### config.mk
export PLATFORM = sky130hd
export DESIGN_NAME = lpc_synth_flat
export DESIGN_NICKNAME = d
export VERILOG_FILES = /design/src/rtl/lpc_pkg.sv /design/src/rtl/lpc_synth_if.sv /design/src/rtl/lpc_mul_trunc.sv /design/src/rtl/lpc_synth.sv /design/src/flat_wrapper.sv
export SDC_FILE = /design/constraint.sdc
export NUM_CORES = 2
export LEC_CHECK = 0
export BUFFER_PORTS_ARGS = -buffer_cell sky130_fd_sc_hd__buf_4
export CELL_PAD_IN_SITES_DETAIL_PLACEMENT = 1
export CELL_PAD_IN_SITES_GLOBAL_PLACEMENT = 1
export CORE_MARGIN = 4
export CORE_UTILIZATION = 50
export CTS_CLUSTER_DIAMETER = 100
export DETAILED_ROUTE_END_ITERATION = 10
export PLACE_DENSITY = 0.77
export SETUP_SLACK_MARGIN = 0.1
export SLEW_MARGIN = 30
export SYNTH_ARGS = -nofsm -noshare
export SYNTH_HDL_FRONTEND = slang
export SYNTH_SLANG_ARGS = --single-unit
export TNS_END_PERCENT = 30
### constraint.sdc
create_clock -name clk -period 18.4 [get_ports clk]
set_input_delay 0.92 -clock clk [delete_from_list [all_inputs] [get_ports clk]]
set_output_delay 0.92 -clock clk [all_outputs]
set_load 0.02 [all_outputs]
### src/rtl/lpc_pkg.sv
// Shared types, defaults and helpers for the LPC synthesis filter.
package lpc_pkg;

  localparam int CW_DEF    = 32;
  localparam int CFRAC_DEF = 27;
  localparam logic signed [CW_DEF-1:0] COEF_ONE = 1 <<< CFRAC_DEF;

  typedef enum logic [1:0] {
    IDLE,
    MAC,
    OUT
  } state_e;

  // Clamp a wide signed value into the signed range of a dw-bit word.
  function automatic logic signed [63:0] sat_dw(input logic signed [63:0] v, input int dw);
    logic signed [63:0] hi;
    logic signed [63:0] lo;
    hi = (64'sd1 <<< (dw - 1)) - 64'sd1;
    lo = -(64'sd1 <<< (dw - 1));
    if (v > hi) return hi;
    if (v < lo) return lo;
    return v;
  endfunction

endpackage

### src/rtl/lpc_synth_if.sv
// Coefficient load, residual input and sample output streams of the LPC synthesis filter.
interface lpc_synth_if
  import lpc_pkg::*;
#(
  parameter int ORDER = 10,
  parameter int DW    = 16,
  parameter int CW    = CW_DEF
);
  localparam int IW = (ORDER > 1) ? $clog2(ORDER) : 1;

  logic                 coef_we;
  logic [IW-1:0]        coef_idx;
  logic signed [CW-1:0] coef_data;
  logic                 coef_ready;
  logic                 hist_clr;
  logic                 in_valid;
  logic                 in_ready;
  logic signed [DW-1:0] in_data;
  logic                 out_valid;
  logic                 out_ready;
  logic signed [DW-1:0] out_data;

  modport master (
    output coef_we, coef_idx, coef_data, hist_clr, in_valid, in_data, out_ready,
    input  coef_ready, in_ready, out_valid, out_data
  );

  modport slave (
    input  coef_we, coef_idx, coef_data, hist_clr, in_valid, in_data, out_ready,
    output coef_ready, in_ready, out_valid, out_data
  );

endinterface

### src/rtl/lpc_mul_trunc.sv
// Signed coefficient x sample product, scaled down by CFRAC with truncation toward zero;
// bit-exact with the product rounding used by the Levinson coefficient solver.
module lpc_mul_trunc
  import lpc_pkg::*;
#(
  parameter int DW    = 16,
  parameter int CW    = CW_DEF,
  parameter int CFRAC = CFRAC_DEF
) (
  input  logic signed [CW-1:0]          coef,
  input  logic signed [DW-1:0]          sample,
  output logic signed [DW+CW-CFRAC-1:0] prod
);
  localparam int PW = DW + CW;
  localparam int QW = DW + CW - CFRAC;
  localparam logic signed [PW:0] ONE = (PW + 1)'(1);

  // One spare bit so p - 1 cannot wrap for the most negative product.
  logic signed [PW:0] p;

  always_comb begin
    p = (PW + 1)'(coef) * (PW + 1)'(sample);
    if (p[PW]) prod = QW'(((p - ONE) >>> CFRAC) + ONE);
    else       prod = QW'(p >>> CFRAC);
  end

endmodule

### src/rtl/lpc_synth.sv
// All-pole LPC synthesis filter: y[n] = e[n] - sum a[k]*y[n-k], one tap per clock
// through a single shared multiplier.
module lpc_synth
  import lpc_pkg::*;
#(
  parameter int ORDER = 10,
  parameter int DW    = 16,
  parameter int CW    = CW_DEF,
  parameter int CFRAC = CFRAC_DEF
) (
  input logic        clk,
  input logic        rst_n,
  lpc_synth_if.slave bus
);
  localparam int IW = (ORDER > 1) ? $clog2(ORDER) : 1;
  localparam int PW = DW + CW - CFRAC;
  localparam int AW = PW + $clog2(ORDER) + 1;

  state_e               state_q, state_d;
  logic [IW-1:0]        tap_q, tap_d;
  logic signed [AW-1:0] acc_q, acc_d;
  logic signed [CW-1:0] coef_q [ORDER];
  logic signed [CW-1:0] coef_d [ORDER];
  logic signed [DW-1:0] hist_q [ORDER];
  logic signed [DW-1:0] hist_d [ORDER];
  logic signed [DW-1:0] out_data_q, out_data_d;
  logic                 out_valid_q, out_valid_d;
  logic signed [PW-1:0] p_trunc;

  lpc_mul_trunc #(.DW(DW), .CW(CW), .CFRAC(CFRAC)) u_mul (
    .coef   (coef_q[tap_q]),
    .sample (hist_q[tap_q]),
    .prod   (p_trunc)
  );

  // Handshake readies decode the state flop only, so no input reaches an output combinationally.
  assign bus.in_ready   = (state_q == IDLE);
  assign bus.coef_ready = (state_q == IDLE);
  assign bus.out_valid  = out_valid_q;
  assign bus.out_data   = out_data_q;

  always_comb begin
    // NOTE: every *_d takes its held value first, so no path through this block infers a latch.
    state_d     = state_q;
    tap_d       = tap_q;
    acc_d       = acc_q;
    coef_d      = coef_q;
    hist_d      = hist_q;
    out_data_d  = out_data_q;
    out_valid_d = out_valid_q;

    unique case (state_q)
      IDLE: begin
        if (bus.coef_we && (32'(bus.coef_idx) < ORDER)) coef_d[bus.coef_idx] = bus.coef_data;
        if (bus.hist_clr) begin
          for (int k = 0; k < ORDER; k++) hist_d[k] = '0;
        end
        if (bus.in_valid) begin
          acc_d   = AW'(bus.in_data);
          tap_d   = '0;
          state_d = MAC;
        end
      end
      MAC: begin
        acc_d = acc_q - AW'(p_trunc);
        if (32'(tap_q) == ORDER - 1) begin
          out_data_d  = DW'(sat_dw(64'(acc_d), DW));
          out_valid_d = 1'b1;
          state_d     = OUT;
        end else begin
          tap_d = tap_q + IW'(1);
        end
      end
      OUT: begin
        // History is fed the saturated sample, matching what the listener hears.
        if (bus.out_ready) begin
          hist_d[0] = out_data_q;
          for (int k = 1; k < ORDER; k++) hist_d[k] = hist_q[k-1];
          out_valid_d = 1'b0;
          state_d     = IDLE;
        end
      end
      default: state_d = IDLE;
    endcase
  end

  always_ff @(posedge clk or negedge rst_n) begin
    if (!rst_n) begin
      state_q     <= IDLE;
      tap_q       <= '0;
      acc_q       <= '0;
      out_data_q  <= '0;
      out_valid_q <= 1'b0;
      // NOTE: both arrays are reset explicitly; a reset mid-stream must not leave stale taps or history.
      for (int k = 0; k < ORDER; k++) begin
        coef_q[k] <= '0;
        hist_q[k] <= '0;
      end
    end else begin
      // NOTE: non-blocking assignments only here, so every flop samples the pre-edge *_d values.
      state_q     <= state_d;
      tap_q       <= tap_d;
      acc_q       <= acc_d;
      out_data_q  <= out_data_d;
      out_valid_q <= out_valid_d;
      coef_q      <= coef_d;
      hist_q      <= hist_d;
    end
  end

endmodule
### src/flat_wrapper.sv
// flat-port wrapper written by rule: the top's interface ports become plain ports
module lpc_synth_flat import lpc_pkg::*;
#(
  parameter int ORDER = 10,
  parameter int DW    = 16,
  parameter int CW    = CW_DEF,
  parameter int CFRAC = CFRAC_DEF
)
  (clk, rst_n, bus_coef_we, bus_coef_idx, bus_coef_data, bus_hist_clr, bus_in_valid, bus_in_data, bus_out_ready, bus_coef_ready, bus_in_ready, bus_out_valid, bus_out_data);
  lpc_synth_if #(.ORDER(ORDER), .DW(DW), .CW(CW)) bus_i ();
  input logic clk;
  input logic rst_n;
  input wire logic [$bits(bus_i.coef_we)-1:0] bus_coef_we;
  input wire logic [$bits(bus_i.coef_idx)-1:0] bus_coef_idx;
  input wire logic [$bits(bus_i.coef_data)-1:0] bus_coef_data;
  input wire logic [$bits(bus_i.hist_clr)-1:0] bus_hist_clr;
  input wire logic [$bits(bus_i.in_valid)-1:0] bus_in_valid;
  input wire logic [$bits(bus_i.in_data)-1:0] bus_in_data;
  input wire logic [$bits(bus_i.out_ready)-1:0] bus_out_ready;
  output wire logic [$bits(bus_i.coef_ready)-1:0] bus_coef_ready;
  output wire logic [$bits(bus_i.in_ready)-1:0] bus_in_ready;
  output wire logic [$bits(bus_i.out_valid)-1:0] bus_out_valid;
  output wire logic [$bits(bus_i.out_data)-1:0] bus_out_data;
  assign bus_i.coef_we = bus_coef_we;
  assign bus_i.coef_idx = bus_coef_idx;
  assign bus_i.coef_data = bus_coef_data;
  assign bus_i.hist_clr = bus_hist_clr;
  assign bus_i.in_valid = bus_in_valid;
  assign bus_i.in_data = bus_in_data;
  assign bus_i.out_ready = bus_out_ready;
  assign bus_coef_ready = bus_i.coef_ready;
  assign bus_in_ready = bus_i.in_ready;
  assign bus_out_valid = bus_i.out_valid;
  assign bus_out_data = bus_i.out_data;
  lpc_synth #(.ORDER(ORDER), .DW(DW), .CW(CW), .CFRAC(CFRAC)) u_core (.clk(clk), .rst_n(rst_n), .bus(bus_i));
endmodule
* After elaboration in Yosys (flattened, before gate mapping)
Index checks and enable logic that the tools add are counted.
Operators by class: div/mod/pow operators 0, eq/ne operators 8, order comparisons 6, bitwise operators 2, multiplexer cells 36, add/subtract/negate cells 4, reductions and logical operators 13, shift-type cells 0, multipliers 1
Operators with widths (count):
- $bwmux W320 | 1
- $mux W160 | 2
- $pmux W160 S2 | 1
- $bmux W32 S4 | 1
- $demux W32 S4 | 1
- $mux W16 | 6
- $mux W32 | 3
- $bmux W16 S4 | 1
- $pmux W26 S2 | 1
- $mul A32 B16 Y48 | 1
- $sub A48 B2 Y48 const B | 1
- $gt A26 B16 Y1 const B | 1
- $lt A26 B16 Y1 const B | 1
- $mux W26 | 1
- $sub A26 B21 Y26 | 1
- $add A21 B2 Y21 const B | 1
- $mux W21 | 1
- $reduce_and A3 Y1 | 4
- $ge A5 B5 Y1 const B | 2
- $not A4 Y5 | 2
- $mux W1 | 9
- $mux W4 | 2
- $ne A2 B2 Y1 const B | 4
- $pmux W4 S2 | 1
- other kinds (14) | 21
Storage, ports and cells: output and inout port bits 19, logic and storage cells 95, ROM bits 0, memories kept 0, bits in latches 0, input bits 58, flip-flop bits (word level) 529, memory bits (writable) 0

* Longest topological paths before layout
depth after elaboration 18, depth in mapped cells 57, gate-level depth less buffers 49

* Cells and area by module
A second synthesis with hierarchy kept.
Unflattened totals: cell total of the unflattened synthesis 4562, area total of the unflattened synthesis 45595.0 um^2
Modules (own cells, without submodules):
- lpc_synth | area each 26018.7 um^2, instances 1, sequential area each 13237.7 um^2, cells an instance 2245
- lpc_mul_trunc | area each 19576.3 um^2, instances 1, sequential area each 0.0 um^2, cells an instance 2317

* Worst setup path after synthesis
No wires, ideal clock.
path type reg2reg, start point register u_core.tap_q[0], end point register u_core.out_data_q[4], in the netlist u_core.bus.out_data[4], library setup time 0.126 ns, stages on the path, launching flop included 52, slack 4.486 ns, required time 18.274 ns, arrival 13.788 ns, path buffers 8, period minus slack after synthesis 13.914 ns, path through dfrtp_1 -> buf_4 -> buf_1 -> clkbuf_1 -> clkbuf_1 -> clkbuf_1 -> mux2i_1 -> o22ai_1 -> nand2_1 -> fa_1 -> inv_1 -> fa_1 -> inv_1 -> fa_1 -> inv_1 -> fa_1 -> fa_1 -> inv_1 -> [16 not listed] -> nor4_1 -> o21ai_0 -> xnor2_1 -> ha_1 -> and4_1 -> and2_1 -> nand4_1 -> o21ai_0 -> a41oi_1 -> a2111oi_0 -> nor2_1 -> xnor2_1 -> or4_1 -> or4_1 -> nor4_1 -> nor3_4 -> buf_6 -> a221o_1
Between the ends: cells in the longest elaborated chain, start to end 16, elaborated cells on any way between the ends 26, classes of those cells add/sub (3); mul (1); order compare (2); eq/ne (1); mux (17); bitwise (1); reduce/logical (1)
Ends and longest elaborated chain:
- start: declaration | RTL line lpc_synth.sv:20 | logic [IW-1:0] tap_q, tap_d;
- start signal: assignment | RTL line lpc_synth.sv:102 | tap_q <= tap_d;
- $not A4 Y5 (implied by the code) | RTL line lpc_synth.sv:31, lpc_synth.sv:32
- $bmux W32 S4 / $bmux W16 S4 (equally long branches) | RTL line lpc_synth.sv:31, lpc_synth.sv:32
- $mux W32 (implied by the code) / $mux W16 (equally long branches) (2 in series) | RTL line lpc_synth.sv:31, lpc_synth.sv:32
- $mul A32 B16 Y48 | RTL line lpc_mul_trunc.sv:22 | p = (PW + 1)'(coef) * (PW + 1)'(sample);
- $sub A48 B2 Y48 | RTL line lpc_mul_trunc.sv:23 | if (p[PW]) prod = QW'(((p - ONE) >>> CFRAC) + ONE);
- $add A21 B2 Y21 | RTL line lpc_mul_trunc.sv:23
- $mux W21 | RTL line lpc_mul_trunc.sv:23
- $sub A26 B21 Y26 | RTL line lpc_synth.sv:65 | acc_d = acc_q - AW'(p_trunc);
- $lt A26 B16 Y1 | RTL line lpc_pkg.sv:21 | if (v < lo) return lo;
- $mux W1 (2 in series) | RTL line lpc_pkg.sv:21
- $mux W1 | RTL line lpc_synth.sv:66 | if (32'(tap_q) == ORDER - 1) begin
- $mux W1 | RTL line lpc_synth.sv:52 | unique case (state_q)
- $mux W16 | RTL line lpc_pkg.sv:22 | return v;
- $mux W16 | RTL line lpc_pkg.sv:21
- end signal: assignment | RTL line lpc_synth.sv:104 | out_data_q <= out_data_d;
- end: declaration | RTL line lpc_synth.sv:26 | logic signed [DW-1:0] out_data_q, out_data_d;
Several ways; a longest one is shown, not always the timed one. The select of a mux whose other input is x is not followed. A chain may end at the register's enable or synchronous reset.

* Worst setup path after layout
start point register u_core.tap_q[1], end point register u_core.out_data_q[9], in the netlist u_core.bus.out_data[9]
The elaborated chain is that of the path after synthesis.

==> impl_metrics.tcl <==
set metrics [dict create \
    max_stage_delay_ns 0.93 \
    r2r_cells 45 \
    synth_nets 5032 \
    powerDensity_nw_per_um2 112 \
    cp.depth 45 \
    synth_edf_count 0 \
    synthAdderAreaFrac 0.262 \
    drc 0 \
    grt_use_total 0.283 \
    cts_root_buf "clkbuf_16" \
    cpMaxStageDelayCell "dfrtp_4" \
    grt_max_degree 160 \
    antenna_left 0 \
    grt_remaining_overflow 0 \
    portBuffers 76 \
    ir_worst_vdd_mv 0.141 \
    synthXorXnorAreaFrac 0.0157 \
    path_class "reg2reg" \
    avgSynthCellArea_um2 10.1 \
    clock_latency_ns 0.64 \
    timing.critical_path.mode_cell "fa_1" \
    dp.cells 5364 \
    finalHoldViolations 0 \
    async_reset_ff_frac 1.00 \
    slew_viol_final 0 \
    vias 32400 \
    cts_resized 0 \
    ios 77 \
    synth_top_family_by_area "adder cells" \
    htree_levels 2 \
    path_delay_family "simple AND/OR/NAND/NOR gates" \
    stdcell_count 5473 \
    min_period_ns 15.68 \
    placementRows 108 \
    die_h_um 305 \
    ctsLongestPathBuffers 3 \
    synth_compound_area_frac 0.0634 \
    detail_route.wl_per_cell_um 23.6 \
    grt.met2_usage 0.497 \
    critical_path_buf_inv_count 5 \
    area_growth_pct 8.24 \
    syn_area_um2 44100 \
    worst_hold_slack_ns 0.330 \
    cts_hold_buf 0 \
    status "finished clean" \
    ys_seq_elements 529 \
    clkTransAtPathRegs_ns 0.06 \
    place_congestion 0.892 \
    crit_path_end_kind "flop" \
    firstDrtPassIters 5 \
    synthMuxAreaShare 0.154 \
    finalClockSkew_ns 0.0245 \
    fin_ws_ns 2.72 \
    grt_pass1_vias 36600 \
    diodes 0 \
    synth_cell_types 93 \
    cap_violations 0 \
    dp_hpwl_mm 93.7 \
    crit_fanout 54 \
    grt_pass1_wl_mm 208 \
    timing.slew.headroom 0.346 \
    rrSetupSlack_ns 2.72 \
    clock_sinks 529 \
    die_area_um2 93000 \
    yosys.area_share.simple 0.132 \
    start_kind "flop" \
    dpl_cell_area_um2 45700 \
    setup_viol 0 \
    met3_usage 0.0359 \
    layout-drive-gt1-share 0.164 \
    worst_slew_pin_slew_ns 0.980 \
    hold_path.class "in2async" \
    fmax_mhz 63.8 \
    die_x_um 305 \
    regToRegEndpoint "u_core.bus.out_data[9]" \
    reg2reg_from "u_core.tap_q[1]" \
    vias_per_cell 5.92 \
    dpl_worst_slack_ns 2.90 \
    cts_setup_buffers 0 \
    fp.coreArea_um2 87200 \
    worstPathArrival_ns 16.20 \
    setup_tns_ns 0 \
    antenna_found_initial 1 \
    finalCritPeriodShare 0.852 \
    rsz0062_at_grt "false" \
    ys_seq_area_frac 0.300 \
    wl_mm 129 \
    use_met1 0.366 \
    yosys_warnings 0 \
    synthFlopType "dfrtp_1" \
    required_ns 18.92 \
    busiest_layer "met2" \
    drtIter0Drc 2051 \
    crit_path_end "u_core.bus.out_data[9]" \
    fin_area_um2 47700 \
    cp-startpoint "u_core.tap_q[1]" \
    cts-buffers-inserted 59 \
    start_util 0.506 \
    tritoncts "done" \
    nets 4959 \
    power.leakage_nw 22.8 \
    netlist_instances 4345 \
]
## worst min path at each step
stage,start,end,slack [ns],cells past startpoint
finish,rst_n,u_core.coef_q[194],0.33,1
CTS,rst_n,u_core.coef_q[194],0.35,1
global placement,u_core.hist_q[11],u_core.hist_q[11],0.45,2
detailed placement,u_core.hist_q[15],u_core.hist_q[15],0.46,2
floorplan,u_core.hist_q[0],u_core.hist_q[0],0.44,2
global route,rst_n,u_core.coef_q[226],0.39,1
## placed cells by master, fill, tap and decap left out, types with 5 or more instances in the layout
| cell type | synthesis | final |
|---|---|---|
| a211oi_1 | 5 | 5 |
| a21o_1 | 19 | 19 |
| a21oi_1 | 65 | 65 |
| a221o_1 | 28 | 28 |
| a22oi_1 | 6 | 6 |
| a31oi_1 | 17 | 17 |
| and2_1 | 15 | 15 |
| and3_1 | 10 | 10 |
| and4_1 | 7 | 7 |
| buf_4 | 3 | 126 |
| clkbuf_1 | 192 | 16 |
| clkbuf_16 | 0 | 60 |
| clkbuf_8 | 0 | 12 |
| clkinv_2 | 0 | 12 |
| dfrtp_1 | 529 | 526 |
| fa_1 | 487 | 487 |
| ha_1 | 142 | 142 |
| inv_1 | 580 | 579 |
| mux2_2 | 321 | 321 |
| mux2i_1 | 100 | 100 |
| mux4_2 | 96 | 96 |
| nand2_1 | 666 | 664 |
| nand2b_1 | 24 | 24 |
| nand3_1 | 188 | 187 |
| nand4_1 | 23 | 23 |
| nor2_1 | 333 | 330 |
| nor2b_1 | 11 | 10 |
| nor3_1 | 26 | 24 |
| nor4_1 | 11 | 10 |
| o211ai_1 | 6 | 6 |
| o21a_1 | 10 | 10 |
| o21ai_0 | 58 | 57 |
| o21bai_1 | 14 | 14 |
| o22a_1 | 41 | 40 |
| o22ai_1 | 46 | 37 |
| o22ai_2 | 0 | 9 |
| or2_2 | 10 | 8 |
| xnor2_1 | 53 | 53 |
| xor2_1 | 26 | 25 |
## cell type report
cell class | count | area (um2)
clock buffer | 88 | 1730
clock inverter | 19 | 244
fill | 9462 | 39500
inverter | 580 | 2180
multi-input combinational | 2968 | 27800
sequential | 529 | 13200
tap | 1155 | 1450
timing repair buffer | 134 | 1080
## registers in the layout, summed over array words and instances, names as in the netlist
signal                flops
u_core.state_q            2
u_core.tap_q              4
u_core.coef_q           320
u_core.bus.out_valid      1
u_core.hist_q           160
u_core.bus.out_data      16
u_core.acc_q             26
## cells by family (layout without fill, tap and decap cells)
kind of cell,Yosys count,count (layout)
AND/OR/NAND/NOR,1355,1355
flip-flops,529,529
multiplexers,518,518
adder cells (fa/ha/maj),629,629
XOR/XNOR,79,79
buffers and inverters,848,821
AO/OA/AOI/OAI,387,387
## per-stage QoR
step | utilization | power (mW)
after global placement | 0.523 | 4.01
after detailed placement | 0.524 | 4.10
final | 0.547 | 5.34
after global routing | 0.547 | 5.62
after floorplan | - | 3.28
after CTS | 0.546 | 5.34
## power breakdown
group          internal, mW  switching [mW]
Sequential             1.45           0.249
Combinational         0.963            1.47
Clock                 0.705           0.496
## cell usage after synthesis (all sizes together) (19+ instances only)
| cell | instances | area, um2 |
|---|---|---|
| nand2 | 666 | 2500 |
| inv | 580 | 2180 |
| dfrtp | 529 | 13200 |
| fa | 487 | 9750 |
| nor2 | 333 | 1250 |
| mux2 | 322 | 3630 |
| clkbuf | 192 | 721 |
| nand3 | 188 | 941 |
| ha | 142 | 1780 |
| mux2i | 100 | 1000 |
| mux4 | 96 | 2160 |
| buf | 76 | 312 |
| a21oi | 69 | 368 |
| o21ai | 62 | 314 |
| xnor2 | 53 | 464 |
| o22ai | 46 | 288 |
| o22a | 41 | 359 |
| a221o | 28 | 280 |
| nor3 | 27 | 146 |
| xor2 | 26 | 228 |
| nand2b | 24 | 150 |
| nand4 | 23 | 144 |
| a21o | 19 | 143 |
## per-layer routing
layer / vias up / routed length, um
li1: 14100 / -
met1: 17300 / 53500
met2: 812 / 65700
met3: 234 / 5910
met4: 0 / 4090
met5: - / 0
No activity file was read; power rests on OpenSTA's default activity.
